==> src/rtl/mem_pkg.sv <==
// Shared types for the memory responder: address-map regions and loader states.
package mem_pkg;

  localparam logic [1:0] REG_RAM = 2'b00;
  localparam logic [1:0] REG_LED = 2'b01;
  localparam logic [1:0] REG_SW  = 2'b10;

  typedef enum logic [1:0] {
    RGN_RAM  = 2'b00,
    RGN_LED  = 2'b01,
    RGN_SW   = 2'b10,
    RGN_NONE = 2'b11
  } mem_region_t;

  typedef enum logic [1:0] {
    LD_IDLE    = 2'b00,
    LD_LOAD    = 2'b01,
    LD_RELEASE = 2'b10
  } ld_state_t;

  function automatic mem_region_t decode_region(input logic [1:0] sel);
    case (sel)
      REG_RAM: return RGN_RAM;
      REG_LED: return RGN_LED;
      REG_SW:  return RGN_SW;
      default: return RGN_NONE;
    endcase
  endfunction

endpackage

==> src/rtl/mem_responder_if.sv <==
// Processor-side bus between the multicycle CPU and the memory responder.
interface mem_responder_if #(parameter int DATA_W = 9);
  logic [DATA_W-1:0] bus;
  logic              addr_in;
  logic              dout_in;
  logic              w_d;
  logic [DATA_W-1:0] din;

  modport master (output bus, addr_in, dout_in, w_d, input din);
  modport slave  (input bus, addr_in, dout_in, w_d, output din);
endinterface

==> src/rtl/d_ff.sv <==
// Enabled register with asynchronous active-low clear.
module d_ff #(parameter int W = 9) (
  input  logic         clk,
  input  logic         rst,
  input  logic         en,
  input  logic [W-1:0] d,
  output logic [W-1:0] q
);
  // hold unless enabled
  always_ff @(posedge clk or negedge rst) begin
    if (!rst) q <= {W{1'b0}};
    else if (en) q <= d;
  end
endmodule

==> src/rtl/mem_responder_sync_ram.sv <==
// Synchronous RAM, read-before-write, whose output register also carries non-RAM read data.
module sync_ram #(
  parameter int DATA_W = 9,
  parameter int RAM_AW = 7
) (
  input  logic              clk,
  input  logic              rst,
  input  logic              we,
  input  logic [RAM_AW-1:0] waddr,
  input  logic [DATA_W-1:0] wdata,
  input  logic [RAM_AW-1:0] raddr,
  input  logic              rd_mem,
  input  logic [DATA_W-1:0] alt,
  output logic [DATA_W-1:0] q
);
  logic [DATA_W-1:0] mem_r [0:(1<<RAM_AW)-1];

  // storage array, deliberately not reset
  always_ff @(posedge clk) begin
    if (we) mem_r[waddr] <= wdata;
  end

  // read register sees the pre-write word on a colliding edge
  always_ff @(posedge clk or negedge rst) begin
    if (!rst) q <= {DATA_W{1'b0}};
    else      q <= rd_mem ? mem_r[raddr] : alt;
  end
endmodule

==> src/rtl/mem_responder.sv <==
// Memory-side responder: ADDR/DOUT registers, address decode, LED/switch ports, program loader.
module mem_responder
  import mem_pkg::*;
#(
  parameter int DATA_W = 9,
  parameter int RAM_AW = 7
) (
  input  logic              clk,
  input  logic              rst,
  mem_responder_if.slave    cpu,
  input  logic [DATA_W-1:0] sw,
  output logic [DATA_W-1:0] led,
  input  logic              ld_start,
  input  logic              ld_valid,
  input  logic [DATA_W-1:0] ld_data,
  input  logic              ld_last,
  output logic              ld_ready,
  output logic              cpu_hold,
  output logic              ld_ovf
);
  logic [DATA_W-1:0] addr_q;
  logic [DATA_W-1:0] dout_q;
  logic [DATA_W-1:0] sw_meta_r;
  logic [DATA_W-1:0] sw_sync_r;
  logic [RAM_AW-1:0] ld_ptr_r;
  ld_state_t         ld_state_r;
  mem_region_t       region_s;
  logic              ram_we_s;
  logic [RAM_AW-1:0] ram_waddr_s;
  logic [DATA_W-1:0] ram_wdata_s;
  logic              led_we_s;
  logic [DATA_W-1:0] rd_alt_s;
  logic              rd_mem_s;

  d_ff #(.W(DATA_W)) u_addr (.clk(clk), .rst(rst), .en(cpu.addr_in), .d(cpu.bus), .q(addr_q));
  d_ff #(.W(DATA_W)) u_dout (.clk(clk), .rst(rst), .en(cpu.dout_in), .d(cpu.bus), .q(dout_q));
  d_ff #(.W(DATA_W)) u_led  (.clk(clk), .rst(rst), .en(led_we_s),    .d(dout_q),  .q(led));

  assign region_s = decode_region(addr_q[RAM_AW+1:RAM_AW]);
  assign rd_mem_s = (region_s == RGN_RAM);

  // two-flop synchronizer for the switch inputs
  always_ff @(posedge clk or negedge rst) begin
    if (!rst) begin
      sw_meta_r <= {DATA_W{1'b0}};
      sw_sync_r <= {DATA_W{1'b0}};
    end else begin
      sw_meta_r <= sw;
      sw_sync_r <= sw_meta_r;
    end
  end

  // write-port arbitration: the loader owns the RAM outside IDLE and w_d is dropped
  always_comb begin
    ram_we_s    = 1'b0;
    ram_waddr_s = addr_q[RAM_AW-1:0];
    ram_wdata_s = dout_q;
    led_we_s    = 1'b0;
    if (ld_state_r == LD_LOAD) begin
      ram_we_s    = ld_valid;
      ram_waddr_s = ld_ptr_r;
      ram_wdata_s = ld_data;
    end else if (ld_state_r == LD_IDLE) begin
      ram_we_s = cpu.w_d && (region_s == RGN_RAM);
      led_we_s = cpu.w_d && (region_s == RGN_LED);
    end else begin
      ram_we_s = 1'b0;
      led_we_s = 1'b0;
    end
  end

  // non-RAM read data
  always_comb begin
    rd_alt_s = {DATA_W{1'b0}};
    case (region_s)
      RGN_LED: rd_alt_s = led;
      RGN_SW:  rd_alt_s = sw_sync_r;
      default: rd_alt_s = {DATA_W{1'b0}};
    endcase
  end

  sync_ram #(.DATA_W(DATA_W), .RAM_AW(RAM_AW)) u_ram (
    .clk(clk), .rst(rst), .we(ram_we_s), .waddr(ram_waddr_s), .wdata(ram_wdata_s),
    .raddr(addr_q[RAM_AW-1:0]), .rd_mem(rd_mem_s), .alt(rd_alt_s), .q(cpu.din)
  );

  // program-loader FSM with registered handshake outputs
  always_ff @(posedge clk or negedge rst) begin
    if (!rst) begin
      ld_state_r <= LD_IDLE;
      ld_ptr_r   <= {RAM_AW{1'b0}};
      ld_ready   <= 1'b0;
      cpu_hold   <= 1'b0;
      ld_ovf     <= 1'b0;
    end else begin
      case (ld_state_r)
        LD_IDLE: begin
          if (ld_start) begin
            ld_state_r <= LD_LOAD;
            ld_ptr_r   <= {RAM_AW{1'b0}};
            ld_ovf     <= 1'b0;
            ld_ready   <= 1'b1;
            cpu_hold   <= 1'b1;
          end
        end
        LD_LOAD: begin
          if (ld_valid) begin
            ld_ptr_r <= ld_ptr_r + 1'b1;
            if (ld_ptr_r == {RAM_AW{1'b1}}) ld_ovf <= 1'b1;
            if (ld_last) begin
              ld_state_r <= LD_RELEASE;
              ld_ready   <= 1'b0;
            end
          end
        end
        LD_RELEASE: begin
          ld_state_r <= LD_IDLE;
          cpu_hold   <= 1'b0;
        end
        default: begin
          ld_state_r <= LD_IDLE;
          ld_ready   <= 1'b0;
          cpu_hold   <= 1'b0;
        end
      endcase
    end
  end
endmodule

==> src/flat_wrapper.sv <==
// flat-port wrapper written by rule: the top's interface ports become plain ports
module mem_responder_flat import mem_pkg::*;
#(
  parameter int DATA_W = 9,
  parameter int RAM_AW = 7
)
  (clk, rst, sw, led, ld_start, ld_valid, ld_data, ld_last, ld_ready, cpu_hold, ld_ovf, cpu_bus, cpu_addr_in, cpu_dout_in, cpu_w_d, cpu_din);
  mem_responder_if #(.DATA_W(DATA_W)) cpu_i ();
  input  logic clk;
  input  logic rst;
  input  logic [DATA_W-1:0] sw;
  output logic [DATA_W-1:0] led;
  input  logic ld_start;
  input  logic ld_valid;
  input  logic [DATA_W-1:0] ld_data;
  input  logic ld_last;
  output logic ld_ready;
  output logic cpu_hold;
  output logic ld_ovf;
  input wire logic [$bits(cpu_i.bus)-1:0] cpu_bus;
  input wire logic [$bits(cpu_i.addr_in)-1:0] cpu_addr_in;
  input wire logic [$bits(cpu_i.dout_in)-1:0] cpu_dout_in;
  input wire logic [$bits(cpu_i.w_d)-1:0] cpu_w_d;
  output wire logic [$bits(cpu_i.din)-1:0] cpu_din;
  assign cpu_i.bus = cpu_bus;
  assign cpu_i.addr_in = cpu_addr_in;
  assign cpu_i.dout_in = cpu_dout_in;
  assign cpu_i.w_d = cpu_w_d;
  assign cpu_din = cpu_i.din;
  mem_responder #(.DATA_W(DATA_W), .RAM_AW(RAM_AW)) u_core (.clk(clk), .rst(rst), .cpu(cpu_i), .sw(sw), .led(led), .ld_start(ld_start), .ld_valid(ld_valid), .ld_data(ld_data), .ld_last(ld_last), .ld_ready(ld_ready), .cpu_hold(cpu_hold), .ld_ovf(ld_ovf));
endmodule
==> config.mk <==
export PLATFORM = sky130hd
export DESIGN_NAME = mem_responder_flat
export DESIGN_NICKNAME = d
export VERILOG_FILES = /design/src/rtl/mem_pkg.sv /design/src/rtl/mem_responder_if.sv /design/src/rtl/d_ff.sv /design/src/rtl/mem_responder_sync_ram.sv /design/src/rtl/mem_responder.sv /design/src/flat_wrapper.sv
export SDC_FILE = /design/constraint.sdc
export NUM_CORES = 1
export LEC_CHECK = 0
export ABC_AREA = 1
export CORE_MARGIN = 2
export CORE_UTILIZATION = 60
export CTS_BUF_LIST = sky130_fd_sc_hd__clkbuf_4 sky130_fd_sc_hd__clkbuf_8 sky130_fd_sc_hd__clkbuf_16
export CTS_CLUSTER_SIZE = 12
export DETAILED_ROUTE_END_ITERATION = 7
export PLACE_DENSITY_LB_ADDON = 0.2
export SYNTH_ARGS = -nofsm -noshare
export SYNTH_HDL_FRONTEND = slang
export SYNTH_SLANG_ARGS = --single-unit
==> constraint.sdc <==
create_clock -name clk -period 9.2 [get_ports clk]
set_input_delay 1.84 -clock clk [delete_from_list [all_inputs] [get_ports clk]]
set_output_delay 1.84 -clock clk [all_outputs]
set_load 0.03 [all_outputs]
* Word level (Yosys, flattened, before mapping) *
Memory sizes are Yosys's and may differ from the RTL's.
Cells that the tools add are included.

word-level totals
  logic and storage cells = 64
  bits in writable memories = 1152
  bits in registers = 66
  memories kept = 1
  input bits = 35
  output and inout bits = 21

memories
  name                words  width  rd ports  clocked after memory_dff  write ports  RTL line                      source
  u_core.u_ram.mem_r  128    9      1         0                         1            mem_responder_sync_ram.sv:16  logic [DATA_W-1:0] mem_r [0:(1<<RAM_AW)-1];

operators by class
  multiplexer cells = 27
  add/subtract/negate cells = 1
  reductions and logical operators = 11
  bitwise operators = 2
  eq/ne operators = 11

operators by type and width
  kind                 count
  $mux 7               3
  $mux 9               2
  $pmux 9 s2           1
  $pmux 7 s2           1
  $mux 1               12
  $ne 2x2->1 const B   4
  $reduce_and 4->1     2
  $add 7x1->7 const B  1
  $eq 7x7->1 const B   1
  $eq 2x1->1 const B   3
  $eq 2x2->1 const B   3
  $logic_not 2->1      3
  $mux 2               3
  $pmux 2 s3           1
  $reduce_and 3->1     2
  $pmux 1 s2           2
  $pmux 2 s2           1
  $pmux 1 s3           1
  $logic_and 1x1->1    2
  $not 1->1            2
  $reduce_and 2->1     1
  $reduce_bool 2->1    1

* Logic depth before layout (Yosys ltp) *
  depth after elaboration = 8
  depth in mapped cells = 15
  depth with buffers taken out = 11

* By module *
A second synthesis with hierarchy kept.

second synthesis, totals
  cell total of the unflattened synthesis = 4245
  area, all modules = 49746.5 sq um

by module, submodules not included
  module         cells each  area an instance (sq um)  seq. area each (sq um)  times used
  sync_ram       3960        47274.1                   34818.4                 1
  mem_responder  171         1447.6                    750.7                   1
  d_ff           38          341.6                     225.2                   3

* Least setup slack after synthesis *
Ideal clock, no wire load.

  path type = register to register
  start point = register u_core.ld_state_r[0]
  end point = memory u_core.u_ram.mem_r[0][0] (data pin)
  path buffers = 2
  data arrival time = 5874 ps
  data required time = 8003 ps
  library setup time = 1197 ps
  path slack = 2129 ps
  clock period less this slack = 7071 ps
  cell stages (with the launch flop) = 6
  cell sequence = dfrtp_1 > inv_2 > nor2_2 > clkbuf_1 > clkbuf_1 > o21ai_0

on the way
  word-level cells in the longest chain between the ends = 2

RTL lines
  item                             RTL line                      source
  from (decl)                      mem_responder.sv:26           ld_state_t ld_state_r;
  from (signal assigned)           mem_responder.sv:90           ld_state_r <= LD_IDLE;
  from (signal assigned)           mem_responder.sv:99           ld_state_r <= LD_LOAD;
  from (signal assigned)           mem_responder.sv:111          ld_state_r <= LD_RELEASE;
  $eq 2x1->1                       mem_responder.sv:59           if (ld_state_r == LD_LOAD) begin
  $mux 9                           mem_responder.sv:59
  named net u_core.ram_wdata_s[0]  mem_responder.sv:30           logic [DATA_W-1:0] ram_wdata_s;
  to (decl)                        mem_responder_sync_ram.sv:16

The timed path passes the listed nets, and every way through them passes these cells.

* Worst setup path after layout *
  start point = register u_core.u_addr.q[0]
  end point = register u_core.u_ram.q[7]

on the way
  word-level cells in the longest chain between the ends = 2

RTL lines
  item                    RTL line                      source
  from (decl)             d_ff.sv:7                     output logic [W-1:0] q
  from (signal assigned)  d_ff.sv:11                    if (!rst) q <= {W{1'b0}};
  $mem_v2 128x9           -
  $mux 9                  mem_responder_sync_ram.sv:26  else q <= rd_mem ? mem_r[raddr] : alt;
  to (signal assigned)    mem_responder_sync_ram.sv:25  if (!rst) q <= {DATA_W{1'b0}};
  to (signal assigned)    mem_responder_sync_ram.sv:26
  to (decl)               mem_responder_sync_ram.sv:14  output logic [DATA_W-1:0] q

No other way between the ends.
A chain may end at the register's enable or synchronous reset.

==> run_results.csv <==
group,metric,value,unit
run_status,outcome,"completed",
clock_network,cts_tree,"done",
floorplan,std_cell_rows,105,
layout,fin_cells,5298,
yosys,synthesis.nets,4242,
grt,grt_max_degree,208,
place,finalWeightedCongestion,0.880,
critical_path,critPathCaptureType,"register",
yosys,synth-seq-cells,1218,
grt,antenna_found_initial,3,
clock_network,root_buffer,"clkbuf_16",
grt,groute.usage.overall,29.9,%
sta,rsz0062_at_grt,"false",
route,detail_route.wl_per_cell,24.0,µm
route,viasPerCell,6.15,
place,place_hpwl,70900,µm
hold_path,hp-start,"u_core.sw_meta_r[2]",
power,power.static_leakage,19.2,nW
sta,finalSetupViolCount,0,
layout,drive_above_1_share,6.53,%
clock_network,htree_levels,3,
place,port_buffers,55,
sta,finalHoldViolations,0,
place,placed_cell_area,50500,µm²
clock_network,cts-resized-gates,0,
grt,grt_overflow,0,
sta,fmax,209,MHz
yosys,synth_cell_types,31,
critical_path,cp.required,9.82,ns
sta,hold_slack,0.348,ns
critical_path,crit_path_max_fanout,198,
sta,worstMarginPinSlew,1.37,ns
route,ant_nets,0,
critical_path,cp.arrival,5.42,ns
critical_path,reg2reg_setup_slack,4.40,ns
sta,fin_crit,4.80,ns
clock_network,cts-hold-fix-buffers,0,
critical_path,crit_type,"register to register",
floorplan,dieWidth,291,µm
clock_network,cts_inserted_buffers,119,
grt,grt_pass1_vias,30974,
sta,slew_headroom,8.10,%
clock_network,clk_latency,0.69,ns
yosys,ys_seq_area_share,73.3,%
floorplan,initial_core_util,60.4,%
yosys,ys.flop_type,"edfxtp_1",
yosys,synth_edf_count,1152,
route,wl,127000,µm
sta,timing.final.crit_share,52.1,%
critical_path,cp_cell_sequence,"buf_12 -> buf_4 -> buf_4 -> nand2_1 -> nand3_1 -> nand3_1 -> nand3_1 -> nand3_1 -> nand2_1 -> nand2_1 -> nand3_1 -> nand3_1 -> nand2_1",
route,via_count,32569,
clock_network,cts_setup_buffers,0,
clock_network,cts_buffer_depth,3,
sta,fin_skew,0.0273,ns
sta,slew_violations,0,
layout,multi_input_area,11800,µm²
floorplan,die-area,84700,µm²
place,dp_cells,5102,
yosys,netlist_instances,4203,
route,drc_errors,0,
hold_path,hold_path_class,"register to register",
job,drv_cap,0,
layout,antenna_cells,0,
sta,fin_tns_setup,0,ns
grt,grt_pass1_wl,190000,µm
power,vdd_drop_max,0.250,mV
yosys,syn_area_per_cell,11.8,µm²
floorplan,core,81800,µm²
critical_path,crit_top_cell,"nand3_1",
critical_path,crit_path_start,"u_core.u_addr.q[0]",
route,drt_iter0_drc,4213,
critical_path,slowest_delay,0.94,ns
power,p_per_area,260,nW/µm²
critical_path,crit_slowest_cell,"dfrtp_4",
layout,fin_area,54100,µm²
layout,regArea,36300,µm²
route,dr.pass1.iters,6,
yosys,synth_warnings,0,
yosys,synth_area,49500,µm²
clock_network,cts.sinks,1218,
clock_network,path_clk_slew,0.06,ns
yosys,async_reset_ff_share,5.42,%
layout,fillers,5947,
floorplan,pin_count,56,
layout,finalNetCount,4192,
floorplan,die_height,291,µm
critical_path,timing.rr.start,"u_core.u_addr.q[0]",
critical_path,cp-start-kind,"register",
layout,syn2layout_area_growth,9.47,%
where the power goes:
part           switching, W  total [W]  internal, W  leakage (nW)
clock network       0.00195    0.00454      0.00260          1.81
registers         0.0000778    0.00699      0.00692          11.2
logic               0.00211    0.00255     0.000439          6.13
stage by stage:
step                      util [%]  power, W  worst slack [ns]
final                         66.1    0.0141              4.40
after global routing          66.1    0.0145              4.17
after detailed placement      61.7   0.00962              4.35
after floorplan                  -   0.00863              2.13
after CTS                     66.1    0.0141              4.55
after global placement        61.7   0.00959              4.33
final cells by class:
cell class	instances	area share [%]
clock buffers	169	6.36
clock inverters	27	0.294
inverters	54	0.407
multi-input cells	2662	21.8
flip-flops and latches	1218	67.0
well taps	1070	2.47
repair buffers	98	1.72
state kept, by name, indices dropped and copies added (netlist names):
name                count
u_core.sw_meta_r        9
u_core.u_ram.mem_r   1152
u_core.sw_sync_r        9
u_core.ld_ptr_r         7
u_core.u_addr.q         9
u_core.u_ram.q          9
u_core.ld_ready         1
u_core.u_dout.q         9
u_core.ld_ovf           1
u_core.cpu_hold         1
u_core.u_led.q          9
u_core.ld_state_r       2
layer usage:
layer,vias to the layer above,GRT usage (%),share of wire [%]
met5,-,0,0.010
met4,2,12.8,4.1
met3,305,5.82,10
met2,1840,46.2,47
met1,15723,41.8,39
li1,14699,-,-
cell families (layout without fill, tap and decap cells):
kind of cell | after synthesis | count (layout) | share of synthesized area, %
adder cells (fa/ha/maj) | 4 | 4 | 0.101
AND/OR/NAND/NOR | 2591 | 2591 | 22.6
buffers and inverters | 323 | 348 | 3.11
AO/OA/AOI/OAI | 67 | 67 | 0.878
flip-flops | 1218 | 1218 | 73.3
cell usage in the layout (no fill, tap or decap), drive strengths merged, types with 2 or more instances in the layout:
cell type,n
nand2,1317
edfxtp,1152
nand3,1114
clkbuf,169
nor2,150
dfrtp,66
inv,56
clkdlybuf4s50,54
o21ai,50
buf,44
clkinv,23
a22o,9
nor3,8
ha,4
a21oi,4
nor4,2
Yosys cell counts, types with 2 or more instances:
cell	n	area share [%]
nor3_1	5	0.051
inv_1	39	0.30
o21ai_2	3	0.053
buf_6	5	0.11
buf_1	28	0.21
a22o_1	9	0.16
ha_1	4	0.10
dfrtp_1	66	3.3
nor3_2	3	0.061
nand3_1	1112	11
buf_2	120	1.2
nand3_2	2	0.040
o21ai_4	3	0.099
edfxtp_1	1152	70
clkinv_1	2	0.015
buf_4	37	0.56
nor2_1	143	1.1
nor2_2	6	0.076
nand2_1	1316	10
o21ai_0	44	0.45
nor4_1	2	0.025
a21oi_1	3	0.030
inv_2	13	0.099
clkbuf_1	79	0.60
path summary, 6_finish.rpt:
path / end / cells after the start
worst max-delay path: u_core.u_ram.q[7] / 13
worst min-delay path: u_core.sw_sync_r[2] / 0
worst max register to register: u_core.u_ram.q[7] / 13
worst min register to register: u_core.sw_sync_r[2] / 0
max in group asynchronous: u_core.u_addr.q[2] / 2
min in group asynchronous: u_core.sw_sync_r[7] / 2
critical path: cells and delay by family, from the launching register on:
family | cells | cell delay (ns)
DFF | 1 | 0.94
and+or+nand+nor | 10 | 1.43
buffers and inverters | 3 | 2.06
(Power assumes the default switching activity.)
